**config.mk**
```make
export PLATFORM = sky130hd
export DESIGN_NAME = multicycle_main_fsm_flat
export DESIGN_NICKNAME = d
export VERILOG_FILES = /design/src/rtl/multicycle_main_fsm_if.sv /design/src/rtl/multicycle_main_fsm.sv /design/src/flat_wrapper.sv
export SDC_FILE = /design/constraint.sdc
export NUM_CORES = 1
export LEC_CHECK = 0
export BUFFER_PORTS_ARGS = -buffer_cell sky130_fd_sc_hd__buf_2
export CAP_MARGIN = 20
export CORE_MARGIN = 1
export CORE_UTILIZATION = 35
export CTS_BUF_LIST = sky130_fd_sc_hd__clkbuf_4
export CTS_CLUSTER_DIAMETER = 80
export DETAILED_ROUTE_END_ITERATION = 10
export PLACE_DENSITY = 0.57
export SYNTH_ARGS = -nofsm -noshare
export SYNTH_HDL_FRONTEND = slang
export SYNTH_SLANG_ARGS = --single-unit
export TNS_END_PERCENT = 30
```
**constraint.sdc**
```tcl
create_clock -name clk -period 4.5 [get_ports clk]
set_input_delay 0.9 -clock clk [delete_from_list [all_inputs] [get_ports clk]]
set_output_delay 0.9 -clock clk [all_outputs]
set_load 0.02 [all_outputs]
```
**src/rtl/multicycle_main_fsm_if.sv**
```systemverilog
// Control bundle between the multi-cycle main FSM and the shared datapath.
// The FSM side (master) consumes the opcode and memory handshake and drives every select and enable.
interface multicycle_main_fsm_if #(
    parameter int STATE_W = 4
);
    logic [6:0]         op;
    logic               mem_ready;
    logic               branch;
    logic               pc_update;
    logic               ir_write;
    logic               reg_write;
    logic               mem_write;
    logic               adr_src;
    logic [1:0]         result_src;
    logic [1:0]         alu_src_a;
    logic [1:0]         alu_src_b;
    logic [1:0]         alu_op;
    logic               retire;
    logic               illegal;
    logic [STATE_W-1:0] state;

    modport master (
        input  op, mem_ready,
        output branch, pc_update, ir_write, reg_write, mem_write, adr_src,
               result_src, alu_src_a, alu_src_b, alu_op, retire, illegal, state
    );

    modport slave (
        output op, mem_ready,
        input  branch, pc_update, ir_write, reg_write, mem_write, adr_src,
               result_src, alu_src_a, alu_src_b, alu_op, retire, illegal, state
    );
endinterface

```
**src/rtl/multicycle_main_fsm.sv**
```systemverilog
// Main control FSM of the multi-cycle RV32I core: sequences fetch, decode, execute,
// memory and writeback over the shared datapath, stalling on the memory-ready handshake.
module multicycle_main_fsm #(
    parameter int STATE_W = 4
) (
    input  logic                  clk,
    input  logic                  reset,
    multicycle_main_fsm_if.master bus
);

    typedef enum logic [3:0] {
        S_FETCH    = 4'd0,
        S_DECODE   = 4'd1,
        S_MEMADR   = 4'd2,
        S_MEMREAD  = 4'd3,
        S_MEMWB    = 4'd4,
        S_MEMWRITE = 4'd5,
        S_EXECUTER = 4'd6,
        S_EXECUTEI = 4'd7,
        S_ALUWB    = 4'd8,
        S_BEQ      = 4'd9,
        S_JAL      = 4'd10,
        S_HALT     = 4'd11
    } state_t;

    localparam logic [6:0] OP_LW   = 7'b0000011;
    localparam logic [6:0] OP_SW   = 7'b0100011;
    localparam logic [6:0] OP_R    = 7'b0110011;
    localparam logic [6:0] OP_I    = 7'b0010011;
    localparam logic [6:0] OP_BEQ  = 7'b1100011;
    localparam logic [6:0] OP_JAL  = 7'b1101111;

    // is_fetch / is_memwrite mark the states whose enables also depend on mem_ready.
    typedef struct packed {
        logic       is_fetch;
        logic       is_memwrite;
        logic       branch;
        logic       pc_update;
        logic       reg_write;
        logic       mem_write;
        logic       adr_src;
        logic [1:0] result_src;
        logic [1:0] alu_src_a;
        logic [1:0] alu_src_b;
        logic [1:0] alu_op;
        logic       retire;
        logic       illegal;
    } ctrl_t;

    function automatic ctrl_t decode_ctrl(input state_t s);
        ctrl_t c;
        c = '0;
        case (s)
            S_FETCH: begin
                c.is_fetch   = 1'b1;
                c.alu_src_b  = 2'b10;
                c.result_src = 2'b10;
            end
            S_DECODE: begin
                c.alu_src_a = 2'b01;
                c.alu_src_b = 2'b01;
            end
            S_MEMADR: begin
                c.alu_src_a = 2'b10;
                c.alu_src_b = 2'b01;
            end
            S_MEMREAD: begin
                c.adr_src = 1'b1;
            end
            S_MEMWB: begin
                c.result_src = 2'b01;
                c.reg_write  = 1'b1;
                c.retire     = 1'b1;
            end
            S_MEMWRITE: begin
                c.is_memwrite = 1'b1;
                c.adr_src     = 1'b1;
                c.mem_write   = 1'b1;
            end
            S_EXECUTER: begin
                c.alu_src_a = 2'b10;
                c.alu_op    = 2'b10;
            end
            S_EXECUTEI: begin
                c.alu_src_a = 2'b10;
                c.alu_src_b = 2'b01;
                c.alu_op    = 2'b10;
            end
            S_ALUWB: begin
                c.reg_write = 1'b1;
                c.retire    = 1'b1;
            end
            S_BEQ: begin
                c.alu_src_a = 2'b10;
                c.alu_op    = 2'b01;
                c.branch    = 1'b1;
                c.retire    = 1'b1;
            end
            S_JAL: begin
                c.alu_src_a = 2'b01;
                c.alu_src_b = 2'b10;
                c.pc_update = 1'b1;
            end
            S_HALT: begin
                c.illegal = 1'b1;
            end
            default: c = '0;
        endcase
        return c;
    endfunction

    localparam ctrl_t CTRL_RESET = decode_ctrl(S_FETCH);

    state_t state_q, state_d;
    ctrl_t  ctrl_q, ctrl_d;

    always_comb begin
        state_d = state_q;
        case (state_q)
            S_FETCH:    state_d = bus.mem_ready ? S_DECODE : S_FETCH;
            S_DECODE: begin
                case (bus.op)
                    OP_LW, OP_SW: state_d = S_MEMADR;
                    OP_R:         state_d = S_EXECUTER;
                    OP_I:         state_d = S_EXECUTEI;
                    OP_BEQ:       state_d = S_BEQ;
                    OP_JAL:       state_d = S_JAL;
                    default:      state_d = S_HALT;
                endcase
            end
            S_MEMADR:   state_d = (bus.op == OP_LW) ? S_MEMREAD : S_MEMWRITE;
            S_MEMREAD:  state_d = bus.mem_ready ? S_MEMWB : S_MEMREAD;
            S_MEMWB:    state_d = S_FETCH;
            S_MEMWRITE: state_d = bus.mem_ready ? S_FETCH : S_MEMWRITE;
            S_EXECUTER: state_d = S_ALUWB;
            S_EXECUTEI: state_d = S_ALUWB;
            S_ALUWB:    state_d = S_FETCH;
            S_BEQ:      state_d = S_FETCH;
            S_JAL:      state_d = S_ALUWB;
            S_HALT:     state_d = S_HALT;
            default:    state_d = S_FETCH;
        endcase
    end

    // Outputs are registered from the decode of the next state, so they line up with state_q.
    always_comb begin
        ctrl_d = decode_ctrl(state_d);
    end

    always_ff @(posedge clk or posedge reset) begin
        if (reset) begin
            state_q <= S_FETCH;
            ctrl_q  <= CTRL_RESET;
        end else begin
            state_q <= state_d;
            ctrl_q  <= ctrl_d;
        end
    end

    // Handshake-dependent enables are masked by reset so FETCH cannot fire while held in reset.
    assign bus.ir_write   = ctrl_q.is_fetch & bus.mem_ready & ~reset;
    assign bus.pc_update  = (ctrl_q.pc_update | (ctrl_q.is_fetch & bus.mem_ready)) & ~reset;
    assign bus.retire     = (ctrl_q.retire | (ctrl_q.is_memwrite & bus.mem_ready)) & ~reset;
    assign bus.branch     = ctrl_q.branch;
    assign bus.reg_write  = ctrl_q.reg_write;
    assign bus.mem_write  = ctrl_q.mem_write;
    assign bus.adr_src    = ctrl_q.adr_src;
    assign bus.result_src = ctrl_q.result_src;
    assign bus.alu_src_a  = ctrl_q.alu_src_a;
    assign bus.alu_src_b  = ctrl_q.alu_src_b;
    assign bus.alu_op     = ctrl_q.alu_op;
    assign bus.illegal    = ctrl_q.illegal;
    assign bus.state      = STATE_W'(state_q);

endmodule

```
**src/flat_wrapper.sv**
```systemverilog
// flat-port wrapper written by rule: the top's interface ports become plain ports
module multicycle_main_fsm_flat 
#(
    parameter int STATE_W = 4
)
  (clk, reset, bus_op, bus_mem_ready, bus_branch, bus_pc_update, bus_ir_write, bus_reg_write, bus_mem_write, bus_adr_src, bus_result_src, bus_alu_src_a, bus_alu_src_b, bus_alu_op, bus_retire, bus_illegal, bus_state);
  multicycle_main_fsm_if #(.STATE_W(STATE_W)) bus_i ();
  input  logic clk;
  input  logic reset;
  input wire logic [$bits(bus_i.op)-1:0] bus_op;
  input wire logic [$bits(bus_i.mem_ready)-1:0] bus_mem_ready;
  output wire logic [$bits(bus_i.branch)-1:0] bus_branch;
  output wire logic [$bits(bus_i.pc_update)-1:0] bus_pc_update;
  output wire logic [$bits(bus_i.ir_write)-1:0] bus_ir_write;
  output wire logic [$bits(bus_i.reg_write)-1:0] bus_reg_write;
  output wire logic [$bits(bus_i.mem_write)-1:0] bus_mem_write;
  output wire logic [$bits(bus_i.adr_src)-1:0] bus_adr_src;
  output wire logic [$bits(bus_i.result_src)-1:0] bus_result_src;
  output wire logic [$bits(bus_i.alu_src_a)-1:0] bus_alu_src_a;
  output wire logic [$bits(bus_i.alu_src_b)-1:0] bus_alu_src_b;
  output wire logic [$bits(bus_i.alu_op)-1:0] bus_alu_op;
  output wire logic [$bits(bus_i.retire)-1:0] bus_retire;
  output wire logic [$bits(bus_i.illegal)-1:0] bus_illegal;
  output wire logic [$bits(bus_i.state)-1:0] bus_state;
  assign bus_i.op = bus_op;
  assign bus_i.mem_ready = bus_mem_ready;
  assign bus_branch = bus_i.branch;
  assign bus_pc_update = bus_i.pc_update;
  assign bus_ir_write = bus_i.ir_write;
  assign bus_reg_write = bus_i.reg_write;
  assign bus_mem_write = bus_i.mem_write;
  assign bus_adr_src = bus_i.adr_src;
  assign bus_result_src = bus_i.result_src;
  assign bus_alu_src_a = bus_i.alu_src_a;
  assign bus_alu_src_b = bus_i.alu_src_b;
  assign bus_alu_op = bus_i.alu_op;
  assign bus_retire = bus_i.retire;
  assign bus_illegal = bus_i.illegal;
  assign bus_state = bus_i.state;
  multicycle_main_fsm #(.STATE_W(STATE_W)) u_core (.clk(clk), .reset(reset), .bus(bus_i));
endmodule
```
Yosys cells after proc, flatten, opt, wreduce, memory -nomap -nowiden --
Cells that the tools add are included.
Storage, ports and cells: input port bits 10, register bits after elaboration 20
Cells by class: equal/unequal tests 25, bitwise logic cells 8, mux-type cells 18, reduce and logical (&&, ||, !) cells 12
Operators with widths (count):
- $eq A4 B3 Y1 const B | 7
- $pmux W4 S7 | 1
- $eq A4 B4 Y1 const B | 6
- $pmux W4 S5 | 1
- $eq A4 B2 Y1 const B | 4
- $pmux W2 S2 | 4
- $eq A7 B6 Y1 const B | 2
- $eq A7 B7 Y1 const B | 2
- $reduce_or A2 Y1 | 6
- $mux W1 | 9
- $mux W3 | 3
- $reduce_or A3 Y1 | 3
- $eq A4 B1 Y1 const B | 2
- $logic_not A4 Y1 | 2
- $eq A7 B2 Y1 const B | 1
- $eq A7 B5 Y1 const B | 1
- $and A1 B1 Y1 | 5
- $reduce_or A4 Y1 | 1
- $or A1 B1 Y1 | 2
- $not A1 Y1 | 1

Depth between registers and ports, before layout --
depth after elaboration 7, depth in mapped cells 8, depth with buffers taken out 6

Worst setup path before layout --
Ideal clock, no wire load.
kind input-to-output, start input port reset, end output port bus_pc_update, data required time 3.600 ns, path slack 1.710 ns, arrival 1.890 ns, stages 3, path through inv_1 > and3_1 > a21o_1
On the way: word-level cells in the longest chain between the ends 2
Ends and longest elaborated chain:
- start, declared | RTL line flat_wrapper.sv:9 | input logic reset;
- $not A1 Y1 | RTL line multicycle_main_fsm.sv:162 | assign bus.pc_update = (ctrl_q.pc_update | (ctrl_q.is_fetch & bus.mem_ready)) & ~reset;
- $and A1 B1 Y1 | RTL line multicycle_main_fsm.sv:162
- end, declared | RTL line flat_wrapper.sv:13 | output wire logic [$bits(bus_i.pc_update)-1:0] bus_pc_update;
Every way passes these cells.

==> impl_metrics.ini <==
[status]
outcome = finished, violations left
violations = design-rule violations

[pwr]
p_leak_uw = 0.000614
ir_drop_mv = 0.298
pwr_density_cell_mw_per_mm2 = 678

[critical_path]
worstPathArrival_ns = 2.89
end_kind = register
rr_worst_depth = 5
critPathKind = in2reg
startpoint_type = input port
regToRegSetupSlack_ns = 2.02
reg2reg_to = u_core.bus.adr_src
cp_max_fo = 11
reg2reg_from = u_core.bus.state[1]
critPathRequiredTime_ns = 4.69

[synthesis]
ys_async_sr_fraction_pct = 100
yosys-top-cells-area = dfrtp_1 (38%), buf_4 (6.4%), dfstp_2 (5.0%)
synth_enable_flop_cells = 0
yosys_warnings = 0
syn_nets = 108
ys_ff_latch = 18
synth.distinct_cells = 47
synth_flop_cell = dfrtp_1
synth_cells = 98
yosysTopAreaCell = dfrtp_1
syn_area_mm2 = 0.00106
synth_top_cell_area_share_pct = 37.9
synth_area_per_cell_um2 = 10.8
ys_seq_area_share_pct = 42.8

[floorplanning]
rows = 19
die_area_mm2 = 0.00324
floorplan.initialDensity_pct = 37.7
die_w_um = 57.0
fp.dieH_um = 57.0
io_pins = 30
core_area_mm2 = 0.00281

[finish]
areaGrowthSynthToFinish_pct = 9.94
drive_gt1_share_pct = 44.5
fin_area_mm2 = 0.00116
final_common_cell = buf_2
diodes = 0
nNetsFinal = 130
layout_common_cells = buf_2 (29), dfrtp_1 (16), nor2_1 (6), nand2_1 (5), inv_1 (4)

[timing]
finClkSkew_ns = 0.00228
period_needed_ns = 2.69
finalHoldViolations = 0
max_slew_margin_pct = 33.7
setup_viol = 0
timing.final.max_slew_violations = 0
min_period_over_period_pct = 59.8
rsz0062_at_grt = no
final.setup.tns_ns = 0
fmax_ghz = 0.372
worst_pin_slew_ns = 0.983

[route]
first_iter_violations = 22
num_vias = 760
drcViolationCount = 6
routed_wl_um = 1840
dr.pass1.iters = 7
via_per_inst = 5.07
ant_nets = 0
avgRoutedWirePerCell_um = 12.3

[placed_design]
dpl_cell_area_mm2 = 0.00114
dp_hpwl_um = 1360
port_buffers = 29
place_congestion = 0.782

[clock_network]
cts_resized = 0
ctsLongestPathBuffers = 2
cts_tree = yes
cts_max_level = 1
cts.sinks = 18
root_buffer = clkbuf_4
cts_hold_buf = 0
post_cts_buffers = 0
clkTransAtPathRegs_ns = 0.10
cts_buffers = 3
clk_latency_ns = 0.30

[global_route]
grt_pass1_wl_um = 3250
grt_overflow_total = 0
grt_start_max_net_pins = 21
antenna_found_initial = 0
track_usage_pct = 13.1
grt_pass1_vias = 735

[run]
max_cap_violations = 0

[min_path]
hp-class = in2async
metal layers:
layer / track usage [%] / vias to the layer above / share of wire [%]
met5: 0 / - / 0
met4: 4.18 / 0 / 1.3
met3: 4.99 / 5 / 5.7
met2: 20.2 / 17 / 45
met1: 17.1 / 355 / 48
li1: - / 383 / -
stage by stage:
step	worst slack [ns]	hold slack, ns	total power, uW	utilization, %	instances
final	1.81	0.617	788	41.4	150
after global routing	1.69	0.631	855	41.4	150
after CTS	1.80	0.623	796	41.4	150
after detailed placement	1.48	0.734	712	40.5	146
after global placement	1.53	0.736	709	40.5	146
after floorplan	1.71	0.776	673	-	98
synthesized netlist by cell type (2+ instances only):
library cell and instances:
nand2b_1 3, and3_1 2, inv_1 4, dfstp_2 2, a211oi_1 2, nand4_1 2, and2_1 2, buf_4 9
nand3_1 2, buf_6 4, and2_2 2, dfrtp_1 16, nand3b_1 2, nand2_1 5, nor2b_1 2, a21oi_1 3
nor2_1 6
worst max-delay path: stages:
cell and delay (ns):
buf_2 0.12, or3_4 0.41, o41ai_2 0.90, mux2_2 0.41, and2_1 0.15
final cells by class:
cell class | instances | area [um2]
clock buffers | 3 | 22.5
fillers | 305 | 1640
clock inverters | 1 | 3.75
well taps | 31 | 38.8
inverters | 4 | 15.0
flip-flops and latches | 18 | 453
repair buffers | 30 | 153
multi-input cells | 63 | 477
how the worst max path moves through the flow:
stage                     cells past startpoint                 end      start  slack, ns
after floorplan                               3       bus_pc_update      reset       1.71
after CTS                                     5  u_core.bus.adr_src  bus_op[2]       1.80
final                                         5  u_core.bus.adr_src  bus_op[2]       1.81
after global placement                        5  u_core.bus.adr_src  bus_op[2]       1.53
after detailed placement                      5  u_core.bus.adr_src  bus_op[2]       1.48
after global routing                          5  u_core.bus.adr_src  bus_op[2]       1.69
power by group:
part	internal, uW	switching [uW]	leakage (uW)
sequential	223	48.2	0.000234
combinational	173	262	0.000365
clock	32.3	49.9	0.0000154
sequential cells by signal (all words and copies together) (netlist names):
name                   cells
u_core.bus.adr_src         1
u_core.ctrl_q              4
u_core.bus.state           4
u_core.bus.alu_op          2
u_core.bus.alu_src_a       2
u_core.bus.reg_write       1
u_core.bus.alu_src_b       2
u_core.bus.illegal         1
u_core.bus.result_src      1
cells by family after synthesis:
| kind of cell | count (synthesis) | synth area share, % |
|---|---|---|
| muxes | 1 | 1.07 |
| and+or+nand+nor | 45 | 30.6 |
| DFF | 18 | 42.8 |
| AOI/OAI and AO/OA | 16 | 12.5 |
| buffers and inverters | 17 | 12.1 |
| xor gates and xnor gates | 1 | 0.829 |
Note: power is estimated with default switching activity, not from simulation.
